===== config.mk =====
export PLATFORM = sky130hd
export DESIGN_NAME = fifo_axis_read_port
export DESIGN_NICKNAME = d
export VERILOG_FILES = /design/src/rtl/fifo_axis_read_port.sv
export SDC_FILE = /design/constraint.sdc
export NUM_CORES = 1
export LEC_CHECK = 0
export ABC_CLOCK_PERIOD_IN_PS = 4500
export BUFFER_PORTS_ARGS = -buffer_cell sky130_fd_sc_hd__buf_2
export CAP_MARGIN = 5
export CORE_MARGIN = 5
export CORE_UTILIZATION = 55
export DETAILED_ROUTE_END_ITERATION = 7
export PLACE_DENSITY = 0.84
export REMOVE_ABC_BUFFERS = 1
export SKIP_CTS_REPAIR_TIMING = 1
export SLEW_MARGIN = 20
export SYNTH_ARGS = -nofsm -noshare
export SYNTH_HDL_FRONTEND = slang
export SYNTH_SLANG_ARGS = --single-unit

===== constraint.sdc =====
create_clock -name i_clk -period 4.5 [get_ports i_clk]
set_input_delay 0.9 -clock i_clk [delete_from_list [all_inputs] [get_ports i_clk]]
set_output_delay 0.9 -clock i_clk [all_outputs]
set_load 0.1 [all_outputs]

===== src/rtl/fifo_axis_read_port.sv =====
// Read side of the FIFO_AXI buffer: issues RAM reads against the writer's pointer
// and presents returned words on an AXI4-Stream master through a main+skid stage.
module fifo_axis_read_port #(
  parameter int unsigned p_addr_width = 4,
  parameter int unsigned p_data_width = 8
) (
  input  logic                    i_clk,
  input  logic                    i_reset_n,
  input  logic                    i_sclr,
  input  logic [p_addr_width:0]   i_wr_ptr,
  output logic [p_addr_width:0]   o_rd_ptr,
  output logic                    o_rd_en,
  output logic [p_addr_width-1:0] o_rd_addr,
  input  logic [p_data_width-1:0] i_rd_data,
  output logic [p_data_width-1:0] m_axis_tdata,
  output logic                    m_axis_tvalid,
  input  logic                    m_axis_tready,
  output logic [p_addr_width:0]   o_fill_count,
  output logic                    o_empty
);

  localparam int unsigned PW = p_addr_width + 1;

  logic [PW-1:0]           rd_ptr;
  logic                    main_valid;
  logic [p_data_width-1:0] main_data;
  logic                    skid_valid;
  logic [p_data_width-1:0] skid_data;
  logic                    inflight;

  logic                    ptr_empty;
  logic                    pop;
  logic [1:0]              out_cnt;
  logic [2:0]              slots;
  logic                    rd_en;

  // Credit check: a read may issue only if its data is guaranteed a slot on return.
  always_comb begin
    ptr_empty = (i_wr_ptr == rd_ptr);
    pop       = main_valid & m_axis_tready;
    out_cnt   = 2'(main_valid) + 2'(skid_valid);
    slots     = 3'(out_cnt) + 3'(inflight);
    rd_en     = i_reset_n & !ptr_empty & !i_sclr & ((slots - 3'(pop)) < 3'd2);
  end

  // Pointer, in-flight tracking and the main/skid output stage.
  always_ff @(posedge i_clk or negedge i_reset_n) begin
    if (!i_reset_n) begin
      rd_ptr     <= '0;
      main_valid <= 1'b0;
      main_data  <= '0;
      skid_valid <= 1'b0;
      skid_data  <= '0;
      inflight   <= 1'b0;
    end else if (i_sclr) begin
      rd_ptr     <= i_wr_ptr;
      main_valid <= 1'b0;
      skid_valid <= 1'b0;
      inflight   <= 1'b0;
    end else begin
      inflight <= rd_en;
      if (rd_en) rd_ptr <= rd_ptr + PW'(1);
      if (pop) begin
        if (skid_valid) begin
          main_data  <= skid_data;
          skid_valid <= inflight;
          if (inflight) skid_data <= i_rd_data;
        end else begin
          main_valid <= inflight;
          if (inflight) main_data <= i_rd_data;
        end
      end else if (inflight) begin
        if (!main_valid) begin
          main_valid <= 1'b1;
          main_data  <= i_rd_data;
        end else begin
          skid_valid <= 1'b1;
          skid_data  <= i_rd_data;
        end
      end
    end
  end

  assign o_rd_ptr      = rd_ptr;
  assign o_rd_en       = rd_en;
  assign o_rd_addr     = rd_ptr[p_addr_width-1:0];
  assign m_axis_tdata  = main_data;
  assign m_axis_tvalid = main_valid;
  assign o_fill_count  = i_wr_ptr - rd_ptr;
  assign o_empty       = ptr_empty & !inflight & !main_valid;

endmodule


==> run metrics, run 1 <==
outcome finished, final reports clean; Reg2Reg Depth 8; I/O pin cnt 42; ys flop type dfrtp_1; H-tree levels 1; Post-DP HPWL 2392 µm; global-route wire length before repair 5140 µm; via/cell ratio 5.662; Max VDD drop 0.4929 mV; die area 3668 µm²; worst r2r dst o_rd_ptr[2]; worst path arrival time 2920 ps; slowest CP cell xnor2_1; total power 0.0009662 W; Fmax 0.2621 GHz; Worst Tran Pin Value 907.9 ps; top cell type's share of synthesized area 0.4270; placeable core region between 2000 and 2500 µm²; CTS buffer count 3; Post-synth top cells dfrtp_1, a21oi_1, nor2_1, inv_1; Post-Syn Instances 134; vias in the first global route 1230; CTS max path bufs 2; CP delay by family, top XOR/XNOR gates; fill cell count 200; crit path kind input pin to output port; final setup TNS 0 ps; Worst Path Max Fanout 12; Async S/R FF share, synth 1.000; worst hold path class register to register; Hold EP skid_data[7]; skew final 14.90 ps; synthesized area 1406 µm²; worst path bufs/invs 3; initial DRC count 26; nets between 150 and 200; RSZ-0062 raised after global routing no; synth warn 0; Antenna diodes 0; CTS Root Cell clkbuf_4; Worst-Skew Late Latency between 300 and 400 ps; via count 1138; TritonCTS clock tree yes; worst path cell trace buf_2 -> and2_1 -> ha_1 -> inv_1 -> ha_1 -> a21oi_2 -> xnor2_1 -> nor3_1 -> buf_2; Max Cap Viol 0; max-slew violations 0; sequential share of the synthesized area 0.4270; synth top area cells dfrtp_1, mux2_4, ha_1; Final min period 3815 ps; FF+latch count, synth 24; Critical Path Sink Type output port; Synth cell types 36; drt wl/cell 15.34 µm; Max transition margin 0.3936; Hold Startpoint skid_data[7]; endpoints failing hold 0; hold path cells 1; Mean Syn Cell Area 10.50 µm²; WP data required 3600 ps; final RePlAce weighted congestion 0.8121; area grow syn2layout 17.08%; fin crit share 0.8479; GRT overflow 0; Remaining DRCs 0; Final Cell Area approximately 1600 µm²; r2r startpoint m_axis_tvalid; worst hold margin 535.1 ps; max incr delay on CP 670 ps; die width 60.57 µm; initial antenna violation count 0; PD cells 586.8 nW/µm²; Leak 0.8850 nW; largest net degree at the start of global routing 29; I/O Buffers between 40 and 50; clk slew on worst S/H paths 120 ps; number of synthesized flops with an enable pin 0; die height around 60 µm; Initial DRT Pass Iterations 4; Worst R2R Setup Slack a little under 2000 ps; Critical Path Source Type input pin; Initial Utilization 0.5729; ANT nets after route 0; CTS sink count 24; GRT Total Usage 0.1836; Row Count 18; most common cell in the netlist dfrtp_1; endpoints failing setup 0; fraction of layout cells with a size suffix above 1 0.3275; dominant cell type by area after synthesis dfrtp_1; final wirelength 3084 µm; DP Area ~1600 µm²
## worst max-delay path by stage
stage,startpoint,to,slack [ps],cells past startpoint
floorplan,o_rd_ptr[1],o_empty,-1570,4
global placement,m_axis_tready,o_rd_en,820,9
detailed placement,m_axis_tready,o_rd_en,720,9
CTS,m_axis_tready,o_rd_en,710,9
global route,m_axis_tready,o_rd_en,530,9
finish,m_axis_tready,o_rd_en,680,9
## layout by cell type (no fill, tap or decap), types with 3 or more instances in the layout
cell type,netlist,routed
o211ai_1,3,3
a21oi_1,14,14
mux2i_1,8,8
dfrtp_1,24,24
nor2_1,12,12
clkbuf_4,0,3
or4_1,3,3
mux2_4,8,8
ha_1,7,7
buf_2,2,41
o21ai_0,4,4
inv_1,11,11
nand2_1,3,3
## power breakdown
group	internal (W)	total [W]	switching, W
registers	0.000257	0.000288	0.0000310
logic	0.0000951	0.000527	0.000431
clock network	0.0000900	0.000152	0.0000616
## layout make-up
cell class | instances | area (µm²) | area share
clock buffers | 3 | 22.52 | 0.01368
well taps | 30 | 37.54 | 0.02280
inverters | 12 | 45.04 | 0.02736
clock inverters | 1 | 30.03 | 0.01824
multi-input cells | 90 | 705.7 | 0.4286
flip-flops and latches | 24 | 600.6 | 0.3647
repair buffers | 41 | 205.2 | 0.1246
## stage by stage
stage	utilization	setup WS, ps	instances
2_1_floorplan	-	-1567	126
3_3_place_gp	0.6493	817.0	197
3_5_place_dp	0.6493	718.4	197
4_1_cts	0.6707	707.6	201
5_1_grt	0.6707	530.1	201
6_report	0.6707	684.6	201
## state kept, by name, summed over array words and instances, names as in the netlist
signal,flops
skid_valid,1
m_axis_tvalid,1
inflight,1
o_rd_ptr,5
skid_data,8
m_axis_tdata,8
## cells by family after synthesis
group | count (synthesis) | share of synthesized area
buffers and inverters | 20 | 0.07117
muxes | 16 | 0.1424
AOI/OAI and AO/OA | 33 | 0.1450
xor gates and xnor gates | 5 | 0.03648
adders and majority gates | 8 | 0.07651
and+or+nand+nor | 28 | 0.1014
DFF | 24 | 0.4270
## metal layers
metal | track usage | wire (µm)
met2 | 0.3267 | 1527
met1 | 0.2183 | 1336
met4 | 0.07121 | 13
met3 | 0.03404 | 206
met5 | 0 | 0
No activity file was read; power rests on OpenSTA's default activity.
==> run 2: changes to the inputs <==
ABC_CLOCK_PERIOD_IN_PS = 4000   (was 4500)
CORE_UTILIZATION = 51   (was 55)
PLACE_DENSITY = 0.79   (was 0.84)
clock period = 4 ns   (was 4.5 ns; I/O delays follow)
==> run 2 against run 1 <==
Worst hold slack lost 71 ps. First-iteration DRC count grew 54%. Critical path depth stayed put. Critical path type unchanged. Largest power group unchanged.
==> run metrics, run 2 (synthesis results as in run 1) <==
worst path cell trace buf_2 -> and2_1 -> ha_1 -> inv_1 -> ha_1 -> a21oi_2 -> xnor2_1 -> nor3_1 -> buf_2; Final WS setup 418.3 ps (-266.3 ps); Fmax 0.2792 GHz; Final Cell Area 1625 µm² (-1.3%); CTS max path bufs 2 (unchanged); placed cells 199 (+1.0%); Row Count 19 (+1); via count 1118 (-1.8%); Final min period 3582 ps; clk slew on worst S/H paths 110 ps (about the same); TritonCTS clock tree yes; Max VDD drop 0.5998 mV (+22%); GRT Total Usage 0.1527 (-0.03091); DP Area 1603 µm² (+0.55%); global-route wire length before repair 5009 µm (-2.5%); Max Cap Viol 0 (unchanged); fraction of layout cells with a size suffix above 1 0.3275 (unchanged); drt wl/cell 14.61 µm (-4.8%); CTS sink count 24 (unchanged); endpoints failing hold 0 (unchanged); RSZ-0062 raised after global routing no; fill cell count 242 (+21%); ANT nets after route 0 (unchanged); PD cells 623.3 nW/µm² (+6.2%); max-slew violations 0 (unchanged); GRT overflow 0 (unchanged); fin crit share 0.8954; CTS buffer count 3 (unchanged); via/cell ratio 5.535 (-2.2%); Worst Path Max Fanout 12 (unchanged); initial DRC count 40 (+54%); Initial Utilization 0.5189 (-0.05396); commonest cells after routing, fill and taps aside buf_2, dfrtp_1, a21oi_1; I/O Buffers 41 (unchanged); Post-DP HPWL 2269 µm (-5.2%); I/O pin cnt 42 (unchanged); Worst Tran Pin Value 954.7 ps (+46.74 ps); area grow syn2layout 15.57%; endpoints failing setup 0 (unchanged); Worst-Skew Late Latency 300 ps (about the same); vias in the first global route 1181 (-4.0%); WP data required 3200 ps (-400 ps); placeable core region 2710 µm² (+10%); Final Non-Filler Cells 202 (+0.50%); final RePlAce weighted congestion 0.8500 (+4.7%); CTS Root Cell clkbuf_4; Critical Path Sink Type output port; die height 62.51 µm (+3.2%); skew final 1.655 ps (-13.25 ps); Antenna diodes 0 (unchanged); worst path arrival time 2780 ps (-140 ps); post-place setup slack 414.5 ps (-303.9 ps); max incr delay on CP 640 ps (-30 ps); Leak 0.8756 nW (-1.1%); Max transition margin 0.3624 (-0.03122); crit path kind input pin to output port; Reg2Reg Depth 8 (unchanged); outcome finished, final reports clean; initial antenna violation count 0 (unchanged); worst hold path class input pin to asynchronous set/reset pin; Initial DRT Pass Iterations 4 (unchanged); Remaining DRCs 0 (unchanged); final wirelength 2952 µm (-4.3%); die width 62.51 µm (+3.2%); die area 3908 µm² (+6.5%); slowest CP cell xnor2_1; largest net degree at the start of global routing 29 (unchanged); Critical Path Source Type input pin; final setup TNS 0 ps (unchanged); total power 0.001013 W (+4.8%); FF/Latch Area 600.6 µm² (unchanged); nets 198 (+0.51%); H-tree levels 1 (unchanged); commonest non-fill, non-tap cell in the layout buf_2; area of the multi-input gates 705.7 µm² (unchanged)
## run 2: cell types whose count changed in the layout (fill, tap and decap cells not counted), sizes merged
cell,delta
bufinv,-1
buf,+1
## run 2: critical path, delay by kind of cell
kind | cells | cell delay, ps
fa+ha+maj | 2 | 560
xor+xnor | 1 | 640
simple gates | 2 | 250
compound gates | 1 | 60
buf+inv | 3 | 470
## run 2: routing by layer
metal  global-route usage  share of wire  vias up  wire length [µm]
met5                    0              0        -                 0
met4              0.05305         0.0081        0                24
met3              0.04317          0.081        4               239
met2               0.2578           0.47       45              1394
met1               0.1851           0.44      525              1294
li1                     -              -      544                 -
## run 2: metrics by stage
step / utilization / hold WS [ps]
floorplan: - / 480.7
global placement: 0.5914 / 490.5
detailed placement: 0.5914 / 497.5
CTS: 0.5997 / 462.9
global route: 0.5997 / 463.6
finish: 0.5997 / 464.4
## run 2: layout make-up
| type | instances | share of cell area |
|---|---|---|
| clock buffers | 3 | 0.01386 |
| well taps | 31 | 0.02386 |
| multi-input cells | 90 | 0.4342 |
| repair buffers | 42 | 0.1309 |
| inverters | 12 | 0.02771 |
| flip-flops and latches | 24 | 0.3695 |
## run 2: worst paths after layout
check / endpoint / startpoint / slack [ps]
setup / recovery: o_rd_en / m_axis_tready / 420
hold reg to reg: skid_data[5] / skid_data[5] / 520
max in group asynchronous: o_rd_ptr[4] / i_reset_n / 3290
setup reg to reg: o_rd_ptr[2] / m_axis_tvalid / 1470
hold / removal: skid_data[5] / i_reset_n / 460
min in group i_clk: skid_data[5] / skid_data[5] / 520
## run 2: power by group
group / switching, W / internal (W) / total, W
sequential: 0.0000342 / 0.000289 / 0.000323
combinational: 0.000483 / 0.000107 / 0.000590
clock: 0.0000644 / 0.0000352 / 0.0000995
total: 0.000581 / 0.000432 / 0.00101
